==> config.mk <==
export PLATFORM = sky130hd
export DESIGN_NAME = adder_carry_chain_pipe
export DESIGN_NICKNAME = d
export VERILOG_FILES = /design/src/rtl/adder_carry_pkg.sv /design/src/rtl/adder_carry_segment.sv /design/src/rtl/adder_carry_chain_pipe.sv
export SDC_FILE = /design/constraint.sdc
export NUM_CORES = 1
export LEC_CHECK = 0
export ABC_CLOCK_PERIOD_IN_PS = 3500
export CORE_MARGIN = 5
export CORE_UTILIZATION = 46
export CTS_CLUSTER_SIZE = 8
export DETAILED_ROUTE_END_ITERATION = 10
export PLACE_DENSITY = 0.82
export SYNTH_ARGS = -nofsm -noshare
export SYNTH_HDL_FRONTEND = slang
export SYNTH_SLANG_ARGS = --single-unit
==> constraint.sdc <==
create_clock -name clk -period 3.5 [get_ports clk]
set_input_delay 0.875 -clock clk [delete_from_list [all_inputs] [get_ports clk]]
set_output_delay 0.875 -clock clk [all_outputs]
set_load 0.05 [all_outputs]
==> src/rtl/adder_carry_pkg.sv <==
// Shared constants for the pipelined carry-chain adder.
package adder_carry_pkg;

    localparam logic OP_ADD = 1'b0;
    localparam logic OP_SUB = 1'b1;

    localparam int unsigned DEFAULT_WIDTH  = 8;
    localparam int unsigned DEFAULT_STAGES = 2;

endpackage

==> src/rtl/adder_carry_segment.sv <==
// Combinational ripple-carry segment built from propagate/generate terms.
module adder_carry_segment #(
    parameter int unsigned SEG = 4
) (
    input  logic [SEG-1:0] a_i,
    input  logic [SEG-1:0] b_i,
    input  logic           ci_i,
    output logic [SEG-1:0] sum_o,
    output logic           co_o,
    output logic           cmsb_o
);

    logic [SEG:0] c;

    always_comb begin
        c     = '0;
        sum_o = '0;
        c[0]  = ci_i;
        for (int unsigned i = 0; i < SEG; i++) begin
            sum_o[i] = (a_i[i] ^ b_i[i]) ^ c[i];
            c[i+1]   = (a_i[i] ^ b_i[i]) ? c[i] : (a_i[i] & b_i[i]);
        end
    end

    assign co_o   = c[SEG];
    assign cmsb_o = c[SEG-1];

endmodule

==> src/rtl/adder_carry_chain_pipe.sv <==
// Add/subtract unit whose carry chain is cut into STAGES registered segments,
// with a valid/ready handshake and a single global advance enable.
module adder_carry_chain_pipe
    import adder_carry_pkg::*;
#(
    parameter int unsigned WIDTH  = DEFAULT_WIDTH,
    parameter int unsigned STAGES = DEFAULT_STAGES
) (
    input  logic             clk,
    input  logic             resetb,
    input  logic [WIDTH-1:0] adder_carry_a,
    input  logic [WIDTH-1:0] adder_carry_b,
    input  logic             adder_carry_cin,
    input  logic             adder_carry_op,
    input  logic             in_valid,
    output logic             in_ready,
    output logic [WIDTH-1:0] adder_carry_sumout,
    output logic             adder_carry_cout,
    output logic             adder_carry_ovf,
    output logic             out_valid,
    input  logic             out_ready
);

    localparam int unsigned SDIV = (STAGES == 0) ? 1 : STAGES;
    localparam int unsigned SEG  = WIDTH / SDIV;
    localparam int unsigned LAST = SDIV - 1;

    if (WIDTH < 2 || STAGES < 1 || STAGES > WIDTH || (WIDTH % SDIV) != 0) begin : g_param_check
        $error("adder_carry_chain_pipe: illegal WIDTH/STAGES combination");
    end

    logic en;

    assign en       = !out_valid || out_ready;
    assign in_ready = en;

    for (genvar k = 0; k < STAGES; k++) begin : g_stage
        localparam int unsigned LO = k * SEG;

        logic             valid_s, op_s, ci_s;
        logic [WIDTH-1:LO] a_s, b_s;
        logic [WIDTH-1:0] sum_s, sum_d, sum_q;
        logic [SEG-1:0]   bx_seg, seg_sum;
        logic             seg_co, seg_cmsb;
        logic             valid_q, carry_q;

        if (k == 0) begin : g_src
            assign valid_s = in_valid;
            assign op_s    = adder_carry_op;
            assign ci_s    = (adder_carry_op == OP_SUB) ? 1'b1 : adder_carry_cin;
            assign a_s     = adder_carry_a;
            assign b_s     = adder_carry_b;
            assign sum_s   = '0;
        end else begin : g_src
            assign valid_s = g_stage[k-1].valid_q;
            assign op_s    = g_stage[k-1].g_fwd.op_q;
            assign ci_s    = g_stage[k-1].carry_q;
            assign a_s     = g_stage[k-1].g_fwd.a_q;
            assign b_s     = g_stage[k-1].g_fwd.b_q;
            assign sum_s   = g_stage[k-1].sum_q;
        end

        assign bx_seg = b_s[LO +: SEG] ^ {SEG{op_s == OP_SUB}};

        adder_carry_segment #(
            .SEG(SEG)
        ) u_seg (
            .a_i   (a_s[LO +: SEG]),
            .b_i   (bx_seg),
            .ci_i  (ci_s),
            .sum_o (seg_sum),
            .co_o  (seg_co),
            .cmsb_o(seg_cmsb)
        );

        always_comb begin
            sum_d             = sum_s;
            sum_d[LO +: SEG]  = seg_sum;
        end

        always_ff @(posedge clk) begin
            if (!resetb) begin
                valid_q <= 1'b0;
                carry_q <= 1'b0;
                sum_q   <= '0;
            end else if (en) begin
                valid_q <= valid_s;
                carry_q <= seg_co;
                sum_q   <= sum_d;
            end
        end

        // Only the bits not yet consumed by a segment travel forward.
        if (k < LAST) begin : g_fwd
            logic                       op_q;
            logic [WIDTH-1:LO+SEG] a_q, b_q;
            logic                       unused_cmsb;

            assign unused_cmsb = seg_cmsb;

            always_ff @(posedge clk) begin
                if (en) begin
                    op_q <= op_s;
                    a_q  <= a_s[WIDTH-1:LO+SEG];
                    b_q  <= b_s[WIDTH-1:LO+SEG];
                end
            end
        end else begin : g_tail
            logic ovf_q;

            always_ff @(posedge clk) begin
                if (!resetb) begin
                    ovf_q <= 1'b0;
                end else if (en) begin
                    ovf_q <= seg_cmsb ^ seg_co;
                end
            end
        end
    end

    assign out_valid          = g_stage[LAST].valid_q;
    assign adder_carry_sumout = g_stage[LAST].sum_q;
    assign adder_carry_cout   = g_stage[LAST].carry_q;
    assign adder_carry_ovf    = g_stage[LAST].g_tail.ovf_q;

endmodule

* Word level (Yosys, flattened, before mapping)
Cells that the tools add are included.
** Cells by class
- Add/sub/neg operators :: 0
- Multipliers :: 0
- Divide/modulo/power cells :: 0
- $lt $le $gt $ge :: 0
- Eq/ne operators :: 0
- Shift operators :: 0
- Mux-type cells :: 9
- Bitwise operators :: 27
- Reductions and logical operators :: 2
** Operator list (count)
- $xor 1x1->1 :: 17
- $mux 1 :: 9
- $and 1x1->1 :: 8
- $xor 4x4->4 :: 2
- $logic_not 1->1 :: 1
- $logic_or 1x1->1 :: 1
** Word-level totals
- Register bits :: 26
- Latch bits :: 0
- RAM bits :: 0
- Bits in read-only memories :: 0
- Bits of input ports :: 22
- Logic and storage cells :: 48
- Memories kept :: 0

* Logic depth before layout (Yosys ltp)
Gate-level depths: netlist (run 1).
- Word-level depth :: 7
- Mapped depth :: 10
- Mapped depth without buffers :: 9

* Modules after synthesis
Synthesis (run 1) repeated with hierarchy kept, for this count alone.
** Second synthesis, totals
- Cells, all modules :: 99
- Area, all modules :: 1202.4 µm²
** Modules (own cells, without submodules)
- adder_carry_chain_pipe :: times used 1, cells each 91, area an instance 1042.2 µm², seq. area each 610.6 µm²
- adder_carry_segment :: times used 2, cells each 4, area an instance 80.1 µm², seq. area each 0.0 µm²

* Worst setup path before layout (run 1)
OpenSTA, ideal clock, no wires.
- Kind :: input port to flip-flop
- From :: input adder_carry_op
- To :: register g_stage[0].sum_q[3]
- Library setup time :: 116 ps
- Arrival time :: 2853 ps
- Data required time :: 3384 ps
- Path slack :: 531 ps
- Cell stages on the path :: 10
- Path buffers :: 1
- Cell sequence :: clkbuf_1 > xnor2_1 > fa_1 > inv_1 > fa_1 > inv_1 > fa_1 > fa_1 > nand2_1 > o211a_1
** On the way
- Longest elaborated chain between the ends :: 6
- Elaborated cells between the ends (all ways) :: 13
** RTL lines
- from (decl) :: RTL line adder_carry_chain_pipe.sv:14 : input logic adder_carry_op,
- $xor 4x4->4 :: RTL line adder_carry_chain_pipe.sv:63 : assign bx_seg = b_s[LO +: SEG] ^ {SEG{op_s == OP_SUB}};
- $and 1x1->1 / $xor 1x1->1 (equally long branches) :: RTL line adder_carry_segment.sv:21 : c[i+1] = (a_i[i] ^ b_i[i]) ? c[i] : (a_i[i] & b_i[i]);
- $mux 1 (3 in series) :: RTL line adder_carry_segment.sv:21
- $xor 1x1->1 * :: RTL line adder_carry_segment.sv:20 : sum_o[i] = (a_i[i] ^ b_i[i]) ^ c[i];
- to (signal assigned) :: RTL line adder_carry_chain_pipe.sv:89 : sum_q <= sum_d;
- to (decl) :: RTL line adder_carry_chain_pipe.sv:42 : logic [WIDTH-1:0] sum_s, sum_d, sum_q;
Mark *: on every way between the ends. The rest lies on a longest branch, timed or not.
A chain may end at the register's enable or synchronous reset.

* Worst setup path after layout (run 1)
Ends and elaborated chain as after synthesis.

==> results.cfg, run 1 <==
[place]
gp_congestion = 0.668
portBuffers = 33
dpl_cell_area_mm2 = 0.00153
dp_hpwl_um = 1590

[drt]
drc_errors = 0
drt_first_pass_iters = 4
avgRoutedWirePerCell_um = 12.3
drt_iter0_drc = 8
vias = 795
ant_nets = 0
routed_wirelength_um = 2010
vias_per_cell = 4.88

[synthesis]
syn_nets = 130
syn_area_mm2 = 0.00119
syn_avg_cell_area_um2 = 11.9
ys_top_cells_by_count = nand2_1, dfxtp_1, edfxtp_1, inv_1
async_flop_share_pct = 0
synth_edf_count = 9
ys_types = 20
yosys-top-cells-area = dfxtp_1, edfxtp_1, fa_1
synthFlopType = dfxtp_1
yosys.area.top_type = dfxtp_1
syn_inst = 100
synth-seq-area-share_pct = 51.2
synth_most_common_cell = nand2_1
synth-seq-cells = 26
synth_warnings = 0
synth_top_area_share_pct = 28.5

[worst_setup_path]
cp_max_fo = 4
setup.worst_path.start_class = input pin
cp-startpoint = adder_carry_op
endpoint = g_stage[0].sum_q[3]
reg2reg_to = adder_carry_ovf
crit_type = in2reg
r2r_slack_ns = 0.92
crit_path_end_kind = flop
r2r-start = g_stage[0].g_fwd.op_q
ff2ff_path_depth = 8
cp.required_ns = 3.72
crit_arrival_ns = 3.23

[clock_tree]
clkLatencyLatePin_ns = 0.30
clockRootBuffer = clkbuf_4
cts.htree.levels = 1
cts_tree = yes
hold_buffers = 0
post_cts_buffers = 0
numCtsBuffers = 3
clk_pin_slew_worst_paths_ns = 0.13
cts_resized = 0
cts_sinks = 26
cts.path.max_buffers = 2

[floorplan]
rows = 18
fp.dieArea_mm2 = 0.00371
fp.coreArea_mm2 = 0.00248
die_width_um = 60.9
start_util_pct = 48.1
ios = 34
die_y_um = 60.9

[job]
max_cap_violations = 0

[grt]
grt_max_degree = 36
grt_pass1_wl_um = 3420
grt-ovfl-total = 0
antenna_found_initial = 0
track_usage_pct = 12.4
grt_pass1_vias = 826

[cells_and_area]
syn_to_final_growth_pct = 30.6
fin_area_mm2 = 0.00156
fin_nets = 164
drive_gt1_share_pct = 6.02
fin_util_pct = 62.9
fill_cells = 207
final-seq-area_um2 = 611
antenna_cells = 0
multi_input_comb_area_um2 = 493

[run_status]
status = completed

[sta]
worstMarginPinSlew_ns = 0.536
fin_setup_tns_ns = 0
setup_viol = 0
rsz0062_at_grt = false
fin_skew_ns = 0.00212
holdWs_ns = 0.476
slew_headroom_pct = 64.2
period_share_pct = 86.1
max_freq_mhz = 332
final_hold_viol_count = 0
drv_slew = 0
period_needed_ns = 3.01

[pwr]
power.leakage_nw = 0.672
p_per_area_mw_per_mm2 = 463
ir_drop_v = 0.000260

[hold_path]
hold_path.class = reg2reg
hold_start = adder_carry_sumout[1]
## placed cells by master (no fill, tap or decap), drive strengths merged, types with 2 or more instances in the layout
cell type / instances
o211a: 8
dfxtp: 17
inv: 10
clkdlybuf4s50: 32
a21boi: 7
buf: 2
edfxtp: 9
fa: 8
xnor2: 7
nand2: 22
clkbuf: 4
xor2: 2
## flip-flops by register name, indices dropped and copies added, names as in the netlist
name / count
g_stage.carry_q: 1
g_stage.g_fwd.b_q: 4
g_stage.valid_q: 1
g_stage.g_fwd.a_q: 4
adder_carry_cout: 1
adder_carry_sumout: 8
g_stage.sum_q: 4
g_stage.g_fwd.op_q: 1
adder_carry_ovf: 1
out_valid: 1
## stage by stage
stage	cells	total power, mW	setup WS [ns]
floorplan	100	0.523	0.531
global placement	159	0.598	0.203
detailed placement	159	0.605	0.138
CTS	163	0.726	0.468
global route	163	0.764	0.360
finish	163	0.722	0.488
## cells by family after synthesis
kind of cell,after synthesis,share of synthesized area (%)
fa+ha+maj,8,13.4
xor+xnor,9,6.61
flops,26,51.2
buf+inv,15,7.45
simple gates,24,8.39
compound gates,18,12.9
## critical path, stage by stage
cell and delay, ns:
clkdlybuf4s50_1 0.53, xnor2_1 0.11, fa_1 0.39, inv_1 0.07, fa_1 0.17, inv_1 0.05, fa_1 0.37, fa_1 0.49
nand2_1 0.05, o211a_1 0.12
## worst min-delay path by stage
stage	endpoint	slack [ns]	cells past startpoint
after floorplan	out_valid	0.44	1
after global placement	out_valid	0.45	1
after detailed placement	adder_carry_sumout[1]	0.46	2
after CTS	g_stage[0].sum_q[1]	0.48	2
after global routing	adder_carry_sumout[2]	0.50	2
final	adder_carry_sumout[1]	0.48	2
## per-layer routing
metal / GRT usage (%) / share of wire, % / wire length (µm)
met1: 14.5 / 40 / 798
met2: 23.1 / 54 / 1090
met3: 1.28 / 4.2 / 85
met4: 4.64 / 1.9 / 39
met5: 0 / 0 / 0
## power by group
| group | leakage (nW) | internal, mW | switching (mW) | total, mW |
|---|---|---|---|---|
| Sequential | 0.235 | 0.348 | 0.0176 | 0.366 |
| Combinational | 0.422 | 0.100 | 0.128 | 0.229 |
| Clock | 0.0150 | 0.0444 | 0.0830 | 0.127 |
## layout make-up
type | instances | area share (%)
sequential | 26 | 39.2
multi-input combinational | 59 | 31.6
timing repair buffer | 34 | 22.3
inverter | 10 | 2.73
tap | 30 | 2.41
clock buffer | 4 | 1.69
(Power assumes the default switching activity.)
==> run 2, diff against run 1 <==
- CORE_MARGIN: 5 -> 2
- CTS_CLUSTER_DIAMETER: unset -> 50
==> run 2 against run 1 <==
Largest power group unchanged. Count of clock-buffer cells in the layout fell by 1. Design area unchanged. Combinational power about the same. Cell count is the same. Critical path type unchanged.
==> results.cfg, run 2 (same netlist as run 1, synthesis figures left out) <==
[worst_setup_path]
r2r_slack_ns = 0.97
crit_arrival_ns = 3.24
slowest_stage = clkdlybuf4s50_1
crit_path_end_kind = flop
crit_type = in2reg
cp.required_ns = 3.72
reg2reg_to = adder_carry_ovf
crit_top_cell = fa_1
cp_max_fo = 4
r2r-start = g_stage[0].g_fwd.op_q
path_delay_family = adder cells
ff2ff_path_depth = 8
worst_path_largest_cell_delay_ns = 0.53
crit_buf_inv = 3
cp_cell_sequence = clkdlybuf4s50_1, xnor2_1, fa_1, inv_1, fa_1, inv_1, fa_1, fa_1, nand2_1, o211a_1
setup.worst_path.start_class = input pin

[grt]
antenna_found_initial = 0
grt-ovfl-total = 0
grt_max_degree = 36
grt_pass1_wl_um = 3290
grt_pass1_vias = 773
track_usage_pct = 15.5

[sta]
final_hold_viol_count = 0
setup_viol = 0
setup_slack_ns = 0.485
drv_slew = 0
period_needed_ns = 3.01
rsz0062_at_grt = false
max_freq_mhz = 332
fin_setup_tns_ns = 0
worstMarginPinSlew_ns = 0.546
slew_headroom_pct = 63.5
period_share_pct = 86.1
fin_skew_ns = 0.00414

[place]
dpl.cell_count = 159
pre_cts_slack_ns = 0.117
dp_hpwl_um = 1560
portBuffers = 33
gp_congestion = 0.701

[clock_tree]
cts_tree = yes
cts.path.max_buffers = 2
clkLatencyLatePin_ns = 0.31
clk_pin_slew_worst_paths_ns = 0.13
hold_buffers = 0
post_cts_buffers = 0
clockRootBuffer = clkbuf_4
cts_sinks = 26
cts_resized = 0
cts.htree.levels = 1
numCtsBuffers = 3

[floorplan]
die_y_um = 54.9
fp.dieArea_mm2 = 0.00302
start_util_pct = 48.1
rows = 18
ios = 34
fp.coreArea_mm2 = 0.00248
die_width_um = 54.9

[cells_and_area]
final_common_cell = clkdlybuf4s50_1
drive_gt1_share_pct = 6.02
instances_no_fill = 163
fin_nets = 164
fin_util_pct = 62.9
mostFrequentLayoutCells = clkdlybuf4s50_1, nand2_1, dfxtp_1, inv_1, edfxtp_1
largest_reg_flops = 8
antenna_cells = 0
syn_to_final_growth_pct = 30.6

[run_status]
status = completed

[drt]
drt_first_pass_iters = 2
ant_nets = 0
drt_iter0_drc = 3
drc_errors = 0
avgRoutedWirePerCell_um = 12.2
routed_wirelength_um = 2000
vias_per_cell = 4.81
vias = 784

[job]
max_cap_violations = 0

[hold_path]
min_to = adder_carry_sumout[3]
hold_path.class = reg2reg
hold_depth = 2
hold_start = adder_carry_sumout[3]

[pwr]
p_per_area_mw_per_mm2 = 461
ir_drop_v = 0.000241
power.leakage_nw = 0.672
finalPower_uw = 719
-- run 2: cell count changes in the layout (fill, tap and decap cells not counted) --
cell | previous run | this run
clkinv_1 | 0 | 1
clkbuf_1 | 1 | 0
-- run 2: per-stage QoR --
step / cell area, µm² / hold slack (ns)
2_1_floorplan: 1190 / 0.440
3_3_place_gp: 1530 / 0.447
3_5_place_dp: 1530 / 0.461
4_1_cts: 1560 / 0.477
5_1_grt: 1560 / 0.505
6_report: 1560 / 0.471
-- run 2: metal layers --
layer	share of wire, %	global-route usage [%]	vias to the layer above
met3	3.3	1.61	5
li1	-	-	390
met2	52	27.6	19
met4	2.5	8.54	0
met1	42	18.2	370
met5	0	0	-
-- run 2: worst reg2reg max path, cell delays in order, from the launching register on --
cell	delay [ns]
edfxtp_1	0.51
xor2_1	0.22
fa_1	0.19
inv_1	0.05
fa_1	0.38
fa_1	0.43
fa_1	0.41
xnor2_1	0.16
a21oi_1	0.08
-- run 2: final cells by class --
cell class	instances	area (µm²)
well taps	30	37.5
clock buffers	3	22.5
multi-input cells	59	493
clock inverters	1	3.75
repair buffers	34	348
fillers	223	920
inverters	10	42.5
flip-flops and latches	26	611
-- run 2: worst max-delay path by stage --
stage / from / endpoint / slack, ns / depth (start not counted)
after global placement: adder_carry_op / g_stage[0].sum_q[3] / 0.21 / 10
after CTS: adder_carry_op / g_stage[0].sum_q[3] / 0.47 / 10
after floorplan: adder_carry_op / g_stage[0].sum_q[3] / 0.53 / 10
final: adder_carry_op / g_stage[0].sum_q[3] / 0.49 / 10
after global routing: adder_carry_op / g_stage[0].sum_q[3] / 0.35 / 10
after detailed placement: adder_carry_op / g_stage[0].sum_q[3] / 0.12 / 10
-- run 2: report_power, final --
part / internal, mW / switching, mW
Clock: 0.0417 / 0.0841
Combinational: 0.0997 / 0.127
Sequential: 0.348 / 0.0179
Total: 0.489 / 0.229
==> run 3, diff against run 2 <==
- ABC_CLOCK_PERIOD_IN_PS: 3500 -> unset
- clock period: 3.5 -> 3.2 ns (I/O delays scaled with it)
==> results of run 3 <==
The final DEF is identical to that of run 2. Status: completed.
Main changes from that run: setup slack after placement 0.117 ns -> -0.108 ns; setup slack after layout 0.485 ns -> 0.260 ns; register-to-register setup slack 0.97 ns -> 0.67 ns; total power 0.719 mW -> 0.786 mW; worst IR drop on VDD 0.000241 V -> 0.000263 V
